## src/rtl/muldiv_unit.sv

```systemverilog
// Sequential signed multiply/divide unit: radix-2 Booth multiply and restoring
// divide, one iteration per RUN cycle, with divide sign fix-up in FIX.
module muldiv_unit #(
  parameter int WIDTH = 32
) (
  input  logic             clk,
  input  logic             reset,
  input  logic             start,
  input  logic             op,
  input  logic [WIDTH-1:0] a,
  input  logic [WIDTH-1:0] b,
  output logic             busy,
  output logic             done,
  output logic             div_zero,
  output logic [WIDTH-1:0] hi,
  output logic [WIDTH-1:0] lo,
  output logic [1:0]       fsm_state
);

  // Handshake: start is a one-cycle request honoured only when busy is low
  // (IDLE); done/div_zero pulse for one cycle after the operation completes.

  typedef enum logic [1:0] {IDLE, RUN, FIX, DONE} state_t;

  localparam int CW = $clog2(WIDTH + 1);

  state_t          state;
  logic [CW-1:0]   count;
  logic            op_r;
  logic            sign_a;
  logic            sign_b;
  logic            dz;
  logic [WIDTH:0]  acc;
  logic [WIDTH-1:0] q_reg;
  logic [WIDTH-1:0] m_reg;
  logic            q_m1;

  logic [WIDTH:0]  m_ext;
  logic [WIDTH:0]  booth_sum;
  logic [WIDTH:0]  shifted;
  logic [WIDTH:0]  trial;
  logic [WIDTH-1:0] a_mag;
  logic [WIDTH-1:0] b_mag;

  assign fsm_state = state;

  always_comb begin
    m_ext     = {m_reg[WIDTH-1], m_reg};
    booth_sum = acc;
    case ({q_reg[0], q_m1})
      2'b01:   booth_sum = acc + m_ext;
      2'b10:   booth_sum = acc - m_ext;
      default: booth_sum = acc;
    endcase
    // Remainder stays below the divisor magnitude, so its low WIDTH bits suffice.
    shifted = {acc[WIDTH-1:0], q_reg[WIDTH-1]};
    trial   = shifted - {1'b0, m_reg};
    a_mag   = a[WIDTH-1] ? (~a + 1'b1) : a;
    b_mag   = b[WIDTH-1] ? (~b + 1'b1) : b;
  end

  always_ff @(posedge clk or negedge reset) begin
    if (!reset) begin
      state    <= IDLE;
      count    <= '0;
      op_r     <= 1'b0;
      sign_a   <= 1'b0;
      sign_b   <= 1'b0;
      dz       <= 1'b0;
      acc      <= '0;
      q_reg    <= '0;
      m_reg    <= '0;
      q_m1     <= 1'b0;
      busy     <= 1'b0;
      done     <= 1'b0;
      div_zero <= 1'b0;
      hi       <= '0;
      lo       <= '0;
    end else begin
      done     <= 1'b0;
      div_zero <= 1'b0;
      case (state)
        IDLE: begin
          if (start) begin
            op_r   <= op;
            sign_a <= a[WIDTH-1];
            sign_b <= b[WIDTH-1];
            count  <= CW'(WIDTH);
            acc    <= '0;
            q_m1   <= 1'b0;
            busy   <= 1'b1;
            if (op) begin
              q_reg <= a_mag;
              m_reg <= b_mag;
            end else begin
              q_reg <= b;
              m_reg <= a;
            end
            if (op && (b == '0)) begin
              dz    <= 1'b1;
              state <= DONE;
            end else begin
              dz    <= 1'b0;
              state <= RUN;
            end
          end
        end
        RUN: begin
          count <= count - 1'b1;
          if (op_r) begin
            acc   <= trial[WIDTH] ? shifted : trial;
            q_reg <= {q_reg[WIDTH-2:0], ~trial[WIDTH]};
          end else begin
            // Arithmetic right shift of {acc, q_reg, q_m1} after the Booth add.
            acc   <= {booth_sum[WIDTH], booth_sum[WIDTH:1]};
            q_reg <= {booth_sum[0], q_reg[WIDTH-1:1]};
            q_m1  <= q_reg[0];
          end
          if (count == CW'(1)) state <= FIX;
        end
        FIX: begin
          if (op_r) begin
            lo <= (sign_a ^ sign_b) ? (~q_reg + 1'b1) : q_reg;
            hi <= sign_a ? (~acc[WIDTH-1:0] + 1'b1) : acc[WIDTH-1:0];
          end else begin
            hi <= acc[WIDTH-1:0];
            lo <= q_reg;
          end
          state <= DONE;
        end
        DONE: begin
          done     <= 1'b1;
          div_zero <= dz;
          busy     <= 1'b0;
          state    <= IDLE;
        end
        default: begin
          state <= IDLE;
          busy  <= 1'b0;
        end
      endcase
    end
  end

endmodule

```

## config.mk

```make
export PLATFORM = sky130hd
export DESIGN_NAME = muldiv_unit
export DESIGN_NICKNAME = d
export VERILOG_FILES = /design/src/rtl/muldiv_unit.sv
export SDC_FILE = /design/constraint.sdc
export NUM_CORES = 1
export LEC_CHECK = 0
export BUFFER_PORTS_ARGS = -buffer_cell sky130_fd_sc_hd__buf_4
export CAP_MARGIN = 5
export CORE_ASPECT_RATIO = 1.1
export CORE_MARGIN = 2
export CORE_UTILIZATION = 40
export DETAILED_ROUTE_END_ITERATION = 8
export MAX_ROUTING_LAYER = met4
export PLACE_DENSITY = 0.61
export SKIP_LAST_GASP = 1
export SYNTH_ARGS = -nofsm -noshare
export SYNTH_HDL_FRONTEND = slang
export SYNTH_SLANG_ARGS = --single-unit
```

## constraint.sdc

```tcl
create_clock -name clk -period 13.1 [get_ports clk]
set_input_delay 1.965 -clock clk [delete_from_list [all_inputs] [get_ports clk]]
set_output_delay 1.965 -clock clk [all_outputs]
set_load 0.1 [all_outputs]
```

* After elaboration in Yosys (flattened, before gate mapping)
Cells that the tools add are included.
** Storage, ports and cells
- RAM bits :: 0
- Word-level logic and storage cells :: 78
- Input bits :: 68
- Latch bits :: 0
- Bits in read-only memories :: 0
- Memories :: 0
- Output and inout bits :: 69
- Bits in registers :: 177
** Operators by class
- Eq/ne operators :: 9
- Bitwise logic cells :: 6
- Add/sub/neg operators :: 8
- Order comparisons :: 0
- Multiply operators :: 0
- Shifts and indexed selects :: 0
- Divide/modulo/power cells :: 0
- Reduce and logical (&&, ||, !) cells :: 10
- Multiplexer cells :: 30
** Operators with widths (count)
- 32-bit two-way mux :: 10
- 33-bit case mux with 2 select lines :: 2
- 32-bit by 1-bit adder with 32-bit output, second input constant :: 4
- 32-bit NOT :: 4
- 33-bit two-way mux :: 3
- 32-bit case mux with 2 select lines :: 1
- 33-bit adder :: 1
- 33-bit by 32-bit subtractor with 33-bit output :: 1
- 33-bit subtractor :: 1
- 32-bit logical NOT :: 1
- 6-bit case mux with 2 select lines :: 1
- 2-bit case mux with 4 select lines :: 1
- 2-bit AND reduction :: 4
- 2-bit == test, second input constant :: 3
- 6-bit by 1-bit == test with 1-bit output, second input constant :: 1
- 1-bit two-way mux :: 6
- 2-bit two-way mux :: 3
- 6-bit two-way mux :: 1
- 2-bit inequality test, second input constant :: 3
- 6-bit by 1-bit subtractor with 6-bit output, second input constant :: 1
- 2-bit by 1-bit == test with 1-bit output, second input constant :: 2
- 1-bit case mux with 2 select lines :: 2
- 2-bit nonzero test :: 2
- 3-bit AND reduction :: 1
- other kinds (4) :: 4

* Longest topological paths before layout
Gate-level depths: netlist (run 1).
- Depth in word-level cells :: 6
- Depth in mapped cells :: 21
- Gate-level depth less buffers :: 21

* Worst setup path before layout (run 1)
No wires, ideal clock.
- Path type :: reg2reg
- Start point :: register q_reg[31]
- End point :: register acc[24]
- Period minus slack after synthesis :: 4.485 ns
- Required time :: 12.978 ns
- Cell stages (with the launch flop) :: 21
- Arrival time :: 4.363 ns
- Path buffers :: 2
- Library setup time :: 0.122 ns
- Setup slack :: 8.615 ns
- Cell sequence :: dfrtp_1 > inv_1 > ha_1 > inv_1 > fa_1 > a21oi_1 > nand4b_1 > a21o_1 > a2111o_1 > a2111oi_0 > nor2_1 > o21ai_0 > a21oi_1 > o21ba_2 > o21ai_0 > ha_1 > clkbuf_1 > clkbuf_1 > mux2i_1 > a21oi_1 > a32o_1
** On the way
- Cells in the longest elaborated chain, start to end :: 4
** RTL lines
- start: declaration :: line 34 : logic [WIDTH-1:0] q_reg;
- start signal: assignment :: line 93 : q_reg <= a_mag;
- start signal: assignment :: line 112 : q_reg <= {q_reg[WIDTH-2:0], ~trial[WIDTH]};
- start signal: assignment :: line 116 : q_reg <= {booth_sum[0], q_reg[WIDTH-1:1]};
- 33-bit by 32-bit subtractor with 33-bit output :: line 57 : trial = shifted - {1'b0, m_reg};
- 33-bit two-way mux :: line 111 : acc <= trial[WIDTH] ? shifted : trial;
- 33-bit two-way mux :: line 110 : if (op_r) begin
- 33-bit case mux with 2 select lines :: line 82 : case (state)
- end signal: assignment :: line 111
- end signal: assignment :: line 115 : acc <= {booth_sum[WIDTH], booth_sum[WIDTH:1]};
- end: declaration :: line 33 : logic [WIDTH:0] acc;
Every way passes these cells.
A chain may end at the register's enable or synchronous reset.

* Worst setup path in the final report (run 1)
- Start point :: register q_reg[31]
- End point :: register acc[30]
The elaborated chain is that of the path after synthesis.

==> flow_summary_export.csv, run 1 <==
group,metric,value,unit
yosys,synthCells,1933,
drt,vias,14360,
drt,drtIter0Drc,956,
clock_network,cts_tree,"done",
timing,rsz0062_at_grt,"no",
yosys,ys_async_sr_fraction,1.000,
layout,finalNetCount,2137,
clock_network,numCtsBuffers,17,
clock_network,cts.sinks,177,
global_routing,grt_pass1_wl,75730,um
yosys,yosysSeqAreaShare,0.2914,
die,die_area,39580,sq um
critical_path,rrSetupSlack,7440,ps
status,status,"completed",
drt,drc_errors,0,
critical_path,r2r_cells,20,
worst_hold_path,min_path_cells,2,
yosys,syn_nets,2080,
timing,worst_pin_slew,1121,ps
drt,drtPass1Iterations,5,
die,start_util,0.4074,
critical_path,end_kind,"register",
timing,fin_setup_tns,0,ps
die,io_pins,137,
timing,fin_skew,12.77,ps
worst_hold_path,min_to,"dz",
timing,finalHoldViolCount,0,
die,die_w,189.9,um
clock_network,hold_buffers,0,
clock_network,clk_path_buf_depth,2,
placement,place.gp.congestion,0.9356,
layout,seqCellArea,4431,sq um
critical_path,r2r_start,"q_reg[31]",
die,rows,74,
layout,largest_register,"acc",
global_routing,antenna_found_initial,0,
placement,io_buffers,136,
run,drv_cap,0,
drt,antenna_left,0,
layout,diodes,0,
critical_path,required,13500,ps
global_routing,grt_max_degree,122,
global_routing,overflow,0,
die,die_h,208.4,um
yosys,ys_ff_latch,177,
worst_hold_path,hp-class,"reg -> reg",
drt,post_drt_wl_per_cell,19.16,um
critical_path,reg2reg_to,"acc[30]",
yosys,synth_edf_count,0,
yosys,synth_area_leaders,"dfrtp_1, a21oi_1, o21ai_0",
layout,fillerInstances,3737,
timing,max_slew_margin,0.2526,
clock_network,clk_latency,470,ps
global_routing,grt_pass1_vias,13650,
clock_network,cts_root_buf,"clkbuf_16",
placement,hpwlAfterDp,36010,um
yosys,synthesis.area,15200,sq um
global_routing,grt_use_total,0.2507,
drt,routed_wirelength,47840,um
yosys,yosys.area.top_type,"dfrtp_1",
critical_path,arrival,6050,ps
critical_path,critPathKind,"reg -> reg",
clock_network,post_cts_resized,0,
die,core,37310,sq um
timing,max_freq,176.7,MHz
layout,largest_reg_flops,33,
clock_network,clk_pin_slew,80,ps
yosys,yosys_warnings,0,
layout,multiInputGateArea,10070,sq um
clock_network,htreeDepth,4,
yosys,syn_area_per_cell,7.863,sq um
worst_hold_path,min_from,"dz",
critical_path,worstPathMaxFanout,47,
yosys,synth_top_area_frac,0.2914,
clock_network,cts_setup_buffers,0,
layout,layout-drive-gt1-share,0.1138,
timing,finalMaxSlewViolations,0,
layout,area_growth,12.61,%
drt,viasPerCell,5.752,
critical_path,start_kind,"register",
timing,period_needed,5658,ps
yosys,synthTopCellsByCount,"nand2_1, a21oi_1, o21ai_0, nor2_1, dfrtp_1",
yosys,synth_cell_type_count,82,
yosys,synth_most_common_cell,"nand2_1",
timing,finalSetupViolCount,0,
timing,finalCritPeriodShare,0.4319,
yosys,synth_ff_type,"dfrtp_1",
-- critical path, cell delays in order, from the launching register on --
cell	delay, ps
dfrtp_1	370
inv_1	80
ha_1	220
inv_1	70
fa_1	200
a21oi_1	90
nand4b_1	210
a21o_1	220
a2111o_1	470
a2111oi_0	670
nor2_1	160
o21ai_0	370
a21oi_1	120
o21ba_2	200
o21ai_0	170
ha_1	140
buf_4	440
inv_1	370
or4b_2	680
mux2i_1	160
a2bb2oi_1	170
-- cells in the final DEF (no fill, tap or decap), types with 8 or more instances in the layout --
master	Yosys	final
xor2_1	91	91
or3_1	20	20
a31oi_1	29	29
mux2i_1	58	58
o21ai_0	196	196
a211oi_1	13	13
dfrtp_1	177	176
nor2_1	189	189
mux2_2	19	19
or4_1	10	10
nor3_1	31	31
o31ai_1	27	27
o21a_1	15	14
and3_1	11	11
xnor2_1	105	105
buf_4	0	148
a21oi_1	207	207
nor2b_1	11	11
o41ai_1	8	8
nand4_1	14	14
o211ai_1	19	19
nand2b_1	16	16
inv_1	78	78
nand2_1	213	212
clkbuf_16	0	17
a21o_1	25	25
nor4_1	21	21
a32o_1	14	14
nand3_1	13	13
ha_1	77	76
and2_1	8	8
-- kinds of logic (layout without fill, tap and decap cells) --
logic type,Yosys count,in the layout,synth area share
compound gates,622,622,0.2483
simple gates,592,592,0.1821
xor+xnor,196,196,0.1129
buf+inv,190,260,0.04700
flops,177,177,0.2914
fa+ha+maj,79,79,0.06602
mux,77,77,0.05227
-- worst max-delay path by stage --
stage                     slack (ps)  depth (start not counted)       to       from
after floorplan                 8620                         20  acc[24]  q_reg[31]
after global placement          7440                         20  acc[30]  q_reg[31]
after detailed placement        7450                         20  acc[30]  q_reg[31]
after CTS                       7430                         20  acc[30]  q_reg[31]
after global routing            6980                         22  acc[25]  q_reg[31]
final                           7440                         20  acc[30]  q_reg[31]
-- final cells by class --
class | count | share of cell area
Tap cell | 494 | 0.03611
Inverter | 79 | 0.01732
Timing Repair Buffer | 149 | 0.06572
Clock inverter | 14 | 0.008480
Sequential cell | 177 | 0.2588
Clock buffer | 18 | 0.02507
Multi-Input combinational cell | 1566 | 0.5885
-- routing by layer --
metal | wire (um) | track usage | up-vias
met1 | 21860 | 0.3286 | 6837
li1 | - | - | 7034
met3 | 2380 | 0.03897 | 79
met4 | 1476 | 0.08848 | 0
met5 | 0 | - | -
met2 | 22130 | 0.3923 | 412
-- metrics by stage --
step	instances	instance area, sq um	hold slack [ps]	utilization	setup slack (ps)
finish	2497	17120	481.5	0.4587	7442
global route	2497	17120	516.6	0.4587	6977
CTS	2497	17120	490.2	0.4587	7434
detailed placement	2465	16540	471.8	0.4433	7449
global placement	2465	16540	472.7	0.4433	7443
floorplan	1933	15200	439.0	-	8615
Power of run 1 is left out: the tool's default activity adds up to more than one toggle a clock period on the data nets, which glitch-free logic cannot reach.
==> run 2: changes to the inputs <==
Settings changed: PLACE_DENSITY 0.61 to 0.64.
Clock period 13.1 ns to 4.9 ns, I/O delays scaled along.
==> flow_summary_export.csv, run 2 (synthesis gave the netlist of run 1 again) <==
group,metric,value,unit
timing,finalMaxSlewViolations,0,
timing,rsz0062_at_grt,"no",
placement,place.gp.congestion,0.9545,
critical_path,r2r_start,"q_reg[31]",
placement,dp_cells,2543,
drt,drc_errors,0,
critical_path,arrival,5040,ps
timing,max_freq,214.0,MHz
timing,period_needed,4674,ps
critical_path,reg2reg_to,"acc[22]",
critical_path,setup.worst_path.end,"acc[22]",
status,status,"completed",
critical_path,end_kind,"register",
timing,finalHoldViolCount,0,
critical_path,crit_chain,"inv_1, ha_1, inv_1, fa_1, a21oi_1, nand4b_1, a21o_1, a2111o_1, a2111oi_2, nor2_1, o21ai_1, a21oi_1, o21ba_2, o21ai_0, ha_2, inv_1, nor4b_1, or4_1, a32o_1",
placement,hpwlAfterDp,39270,um
clock_network,clk_latency,470,ps
die,start_util,0.4074,
timing,fin_skew,19.23,ps
worst_hold_path,hp-class,"in -> async",
critical_path,r2r_cells,19,
die,die_area,39580,sq um
global_routing,overflow,0,
global_routing,grt_use_total,0.2651,
layout,final_cell_mix,"buf_4, nand2_1, a21oi_1",
layout,seqCellArea,4431,sq um
placement,io_buffers,136,
critical_path,critPathSlowestCell,"or4_1",
critical_path,rrSetupSlack,230,ps
clock_network,clk_path_buf_depth,2,
drt,drtIter0Drc,1113,
drt,drtPass1Iterations,5,
critical_path,cpMostUsedCell,"inv_1",
clock_network,htreeDepth,4,
critical_path,required,5260,ps
critical_path,critPathMaxStageDelay,510,ps
layout,stdcell_count,2575,
clock_network,cts.sinks,177,
clock_network,cts_tree,"done",
layout,area_growth,17.08,%
clock_network,hold_buffers,0,
layout,fillerInstances,3689,
clock_network,cts_root_buf,"clkbuf_16",
global_routing,grt_pass1_wl,79900,um
layout,finalNetCount,2215,
drt,vias,14880,
critical_path,start_kind,"register",
layout,largest_reg_flops,33,
global_routing,grt_pass1_vias,14180,
drt,antenna_left,0,
global_routing,antenna_found_initial,0,
drt,routed_wirelength,50990,um
critical_path,critPathKind,"reg -> reg",
die,core,37310,sq um
layout,layout-drive-gt1-share,0.1504,
layout,largest_register,"acc",
drt,post_drt_wl_per_cell,19.80,um
layout,utilization,0.4769,
layout,multiInputGateArea,10110,sq um
timing,fin_setup_tns,0,ps
clock_network,clk_pin_slew,80,ps
clock_network,numCtsBuffers,17,
global_routing,grt_max_degree,122,
die,die_w,189.9,um
die,die_h,208.4,um
run,drv_cap,0,
layout,final_common_cell,"buf_4",
layout,diodes,0,
critical_path,worstPathMaxFanout,7,
timing,worst_pin_slew,1092,ps
die,io_pins,137,
critical_path,cp-startpoint,"q_reg[31]",
timing,max_slew_margin,0.2723,
timing,finalSetupViolCount,0,
drt,viasPerCell,5.777,
die,rows,74,
timing,finalCritPeriodShare,0.9538,
run 2: cell type report:
class / instances / share of cell area
Clock buffer: 17 / 0.02390
Multi-Input combinational cell: 1566 / 0.5679
Clock inverter: 15 / 0.01048
Sequential cell: 177 / 0.2490
Inverter: 79 / 0.01666
Tap cell: 494 / 0.03473
Timing Repair Buffer: 227 / 0.09738
run 2: stage by stage:
step / hold slack [ps] / area, sq um / setup slack (ps)
after global placement: 484.0 / 17150 / 261.0
after global routing: 502.7 / 17800 / 18.31
after CTS: 451.1 / 17760 / 80.78
final: 417.2 / 17800 / 226.3
after detailed placement: 481.9 / 17150 / 96.09
after floorplan: 439.0 / 15200 / 415.3
run 2: worst min path at each step:
stage	to	slack, ps	depth (start not counted)
2_1_floorplan	acc[0]	440	0
3_3_place_gp	sign_b	480	2
3_5_place_dp	dz	480	2
4_1_cts	acc[7]	450	1
5_1_grt	acc[7]	500	1
6_report	acc[7]	420	1
run 2: worst max-delay path: cells and delay by family, from the launching register on:
kind | cells | cell delay (ps)
compound gates | 9 | 2180
fa+ha+maj | 3 | 780
buf+inv | 3 | 330
flops | 1 | 380
simple gates | 4 | 930
run 2: repair_timing:
| item | CTS | global route |
|---|---|---|
| setup endpoints to repair | 0 | 11 |
| buffers inserted | 0 | 0 |
| resized for setup | 0 | 8 |
run 2: layer usage:
| layer | track usage | wire length, um | vias to the layer above | share of wire |
|---|---|---|---|---|
| met2 | 0.4453 | 25180 | 474 | 0.49 |
| li1 | - | - | 7179 | - |
| met1 | 0.3265 | 21440 | 7129 | 0.42 |
| met4 | 0.09596 | 1609 | 0 | 0.032 |
| met3 | 0.03239 | 2768 | 95 | 0.054 |
| met5 | - | 0 | - | 0 |
Power of run 2 is left out for the same reason.
